## config.mk

```make
export PLATFORM = sky130hd
export DESIGN_NAME = pattern_detector
export DESIGN_NICKNAME = d
export VERILOG_FILES = /design/src/rtl/pattern_detector.sv
export SDC_FILE = /design/constraint.sdc
export NUM_CORES = 1
export LEC_CHECK = 0
export ABC_AREA = 1
export CORE_AREA = 10 10 47 49
export DETAILED_ROUTE_END_ITERATION = 8
export DIE_AREA = 0 0 57 59
export REMOVE_ABC_BUFFERS = 1
export SLEW_MARGIN = 25
export SYNTH_ARGS = -nofsm -noshare
export SYNTH_HDL_FRONTEND = slang
export SYNTH_SLANG_ARGS = --single-unit
```

## constraint.sdc

```tcl
create_clock -name clock -period 1.12 [get_ports clock]
set_input_delay 0.224 -clock clock [delete_from_list [all_inputs] [get_ports clock]]
set_output_delay 0.224 -clock clock [all_outputs]
set_load 0.02 [all_outputs]
```

## src/rtl/pattern_detector.sv

```systemverilog
// Serial bit-pattern detector: Mealy match flag z, registered z_q and a saturating hit counter.
// Define PATDET_COUNT_EN to build the hit counter; otherwise hit_count is tied to 0.
module pattern_detector #(
  parameter int PAT_W = 3,
  parameter int CNT_W = 8
) (
  input  logic             clock,
  input  logic             reset_n,
  input  logic             en,
  input  logic             x,
  input  logic [PAT_W-1:0] pattern,
  input  logic             overlap,
  input  logic             clear,
  output logic             z,
  output logic             z_q,
  output logic [CNT_W-1:0] hit_count
);

  localparam int FILL_W = $clog2(PAT_W);
  localparam logic [FILL_W-1:0] FILL_MAX = FILL_W'(PAT_W - 1);

  logic [PAT_W-2:0]  hist;
  logic [FILL_W-1:0] fill;
  logic [PAT_W-1:0]  window;

  function automatic logic [FILL_W-1:0] fill_sat_inc(input logic [FILL_W-1:0] v);
    return (v == FILL_MAX) ? v : v + FILL_W'(1);
  endfunction

  // Window is the stored history plus the bit arriving this cycle, oldest bit on the left.
  assign window = {hist, x};
  assign z      = en & ~clear & (fill == FILL_MAX) & (window == pattern);

  always_ff @(posedge clock or negedge reset_n) begin
    if (!reset_n) begin
      hist <= '0;
      fill <= '0;
    end else if (clear) begin
      hist <= '0;
      fill <= '0;
    end else if (en) begin
      hist <= window[PAT_W-2:0];
      // Overlapping mode keeps fill full so a match suffix can seed the next match.
      if (z) fill <= overlap ? fill : '0;
      else   fill <= fill_sat_inc(fill);
    end
  end

  always_ff @(posedge clock or negedge reset_n) begin
    if (!reset_n) z_q <= 1'b0;
    else          z_q <= z;
  end

`ifdef PATDET_COUNT_EN
  function automatic logic [CNT_W-1:0] cnt_sat_inc(input logic [CNT_W-1:0] v);
    return (&v) ? v : v + CNT_W'(1);
  endfunction

  logic [CNT_W-1:0] cnt;

  always_ff @(posedge clock or negedge reset_n) begin
    if (!reset_n)   cnt <= '0;
    else if (clear) cnt <= '0;
    else if (z)     cnt <= cnt_sat_inc(cnt);
  end

  assign hit_count = cnt;
`else
  assign hit_count = '0;
`endif

endmodule

```

==> results.json <==
{
  "post-route-util_pct": 44.20,
  "core_um2": 1401,
  "rsz0062_at_grt": "true",
  "seq_area_frac_synth_pct": 32.79,
  "drt_iter0_drc": 3,
  "holdCritPathClass": "in2async",
  "r2r-start": "fill[0]",
  "via_per_inst": 3.917,
  "cts_buffer_depth": 2,
  "period_share_pct": 137.4,
  "rows": 14,
  "cts_buffers": 3,
  "clk_latency_ns": 0.24,
  "place.port_buffers": 10,
  "io_pins": 19,
  "ys_warn_count": 0,
  "h-tree-depth": 1,
  "postRouteAntennaNets": 0,
  "end_kind": "primary output",
  "post_dp_cell_area_um2": 528.0,
  "syn_area_um2": 381.6,
  "initial_core_util_pct": 27.23,
  "dieHeight_um": 59,
  "wl_um": 1021,
  "track_usage_pct": 5.517,
  "drv_cap": 0,
  "synthCells": 55,
  "clock_tree.root_cell": "clkbuf_4",
  "drive_above_1_share_pct": 37.50,
  "worst_slack_ns": -0.4193,
  "antennaDiodeCount": 0,
  "ys_seq_elements": 5,
  "fin_skew_ns": 0.004303,
  "cts_tree": "yes",
  "hold_viol": 0,
  "area_delta_synth_final_pct": 62.30,
  "drc": 0,
  "cp_max_fo": 2,
  "reg2regPathDepth": 11,
  "setup_viol": 3,
  "grt_pass1_wl_um": 1483,
  "holdWs_ns": 0.2028,
  "place_ws_ns": -0.8615,
  "routabilityCongestion": 0.7125,
  "cts_sinks": 5,
  "ir_drop_mv": 0.7714,
  "nNetsFinal": 91,
  "arrival_ns": 1.32,
  "violations": "negative setup slack",
  "avgSynthCellArea_um2": 6.938,
  "ctsHoldBuffers": 0,
  "p_leak_nw": 0.3385,
  "power.density_nw_per_um2": 1129,
  "crit_path_start_kind": "flop",
  "grt_max_degree": 6,
  "vias": 376,
  "rrSetupSlack_ns": -0.37,
  "status": "finished, violations left",
  "path_clk_slew_ns": 0.05,
  "die_w_um": 57,
  "finalInstanceArea_um2": 619.3,
  "max_freq_mhz": 649.6,
  "gr-total-overflow": 0,
  "period_needed_ns": 1.539,
  "r2r_end": "fill[1]",
  "dp.final_hpwl_um": 758.5,
  "yosysUniqueCellTypes": 13,
  "finalMaxSlewViolations": 0,
  "drt_pass1_iterations": 2,
  "critPathKind": "reg2out",
  "antenna_found_initial": 0,
  "grt_pass1_vias": 373,
  "cp.required_ns": 0.90,
  "die-area_um2": 3363,
  "avgRoutedWirePerCell_um": 10.64
}
-- cell families after synthesis --
| family | after synthesis | synth area share, % |
|---|---|---|
| other | 1 | 0.9827 |
| buffers and inverters | 18 | 25.58 |
| AND/OR/NAND/NOR | 28 | 34.10 |
| AO/OA/AOI/OAI | 2 | 3.278 |
| flip-flops | 5 | 32.79 |
| adder cells (fa/ha/maj) | 1 | 3.278 |
-- where the power goes --
group,switching (mW),internal (mW),leakage (nW)
clock network,0.0741,0.135,0.0150
registers,0.0136,0.206,0.0668
logic,0.132,0.139,0.257
total,0.220,0.479,0.338
-- state kept, by name, indices dropped and copies added (netlist names) --
| name | count |
|---|---|
| z_q | 1 |
| fill | 2 |
| hist | 2 |
-- placed cells by master, fill, tap and decap left out, drive strengths merged --
| cell type | count |
|---|---|
| nand2 | 17 |
| buf | 13 |
| inv | 10 |
| conb | 8 |
| clkdlybuf4s50 | 8 |
| nand3 | 6 |
| dfrtp | 5 |
| clkbuf | 5 |
| nor2 | 4 |
| o22ai | 2 |
| or2 | 1 |
| ha | 1 |
-- per-layer routing --
layer  vias up  global-route usage [%]  share of wire [%]
li1        199                       -                  -
met1       165                   5.422                 38
met2        12                   9.302                 54
met3         0                   4.077                7.4
met4         0                   1.007                  0
met5         -                       0                  0
-- cells in the mapped netlist --
master   number  share of area, %
nor2_2        2               3.3
inv_1         8               7.9
conb_1        1              0.98
nand2_1      17                17
nand3_2       2               5.2
nor2_1        2               2.0
o22ai_1       2               3.3
nand3_1       4               5.2
inv_2         2               2.0
ha_1          1               3.3
or2_2         1               1.6
buf_4         8                16
dfrtp_1       5                33
-- area by class of cell --
cell class	count	area, µm²
Fill cell	148	782.0
Multi-Input combinational cell	39	220.2
Timing Repair Buffer	22	190.2
Sequential cell	5	125.1
Inverter	10	37.54
Clock buffer	4	26.28
Tap cell	16	20.02
-- repair_timing --
| action | 4_1_cts | 5_1_grt |
|---|---|---|
| resized for setup | 16 | 3 |
| endpoints found under the hold margin | 0 | 0 |
| endpoints found under the setup margin | 4 | 6 |
| pin swaps | 3 | 2 |
| buffers inserted | 2 | 2 |
-- critical path, cell delays in order (launching register included) --
cell and delay (ns):
dfrtp_1 0.37, inv_1 0.06, ha_2 0.18, nand3_2 0.09, nor2_4 0.13, nand2_2 0.07
inv_2 0.07, buf_6 0.11
-- per-stage QoR --
| stage | cells | total power, mW | TNS, ns |
|---|---|---|---|
| 2_1_floorplan | 54 | 0.3374 | -0.4067 |
| 3_3_place_gp | 88 | 0.4175 | -2.156 |
| 3_5_place_dp | 88 | 0.4197 | -2.313 |
| 4_1_cts | 94 | 0.6667 | -1.083 |
| 5_1_grt | 96 | 0.7479 | -1.414 |
| 6_report | 96 | 0.6993 | -1.153 |
-- worst max-delay path by stage --
stage / startpoint / end / slack (ns) / depth (start not counted)
after CTS: fill[0] / z / -0.40 / 7
after global routing: fill[0] / z / -0.49 / 7
after floorplan: fill[0] / z / -0.15 / 6
after global placement: x / z / -0.83 / 8
after detailed placement: x / z / -0.86 / 8
final: fill[0] / z / -0.42 / 7
No activity file was read; power rests on OpenSTA's default activity.
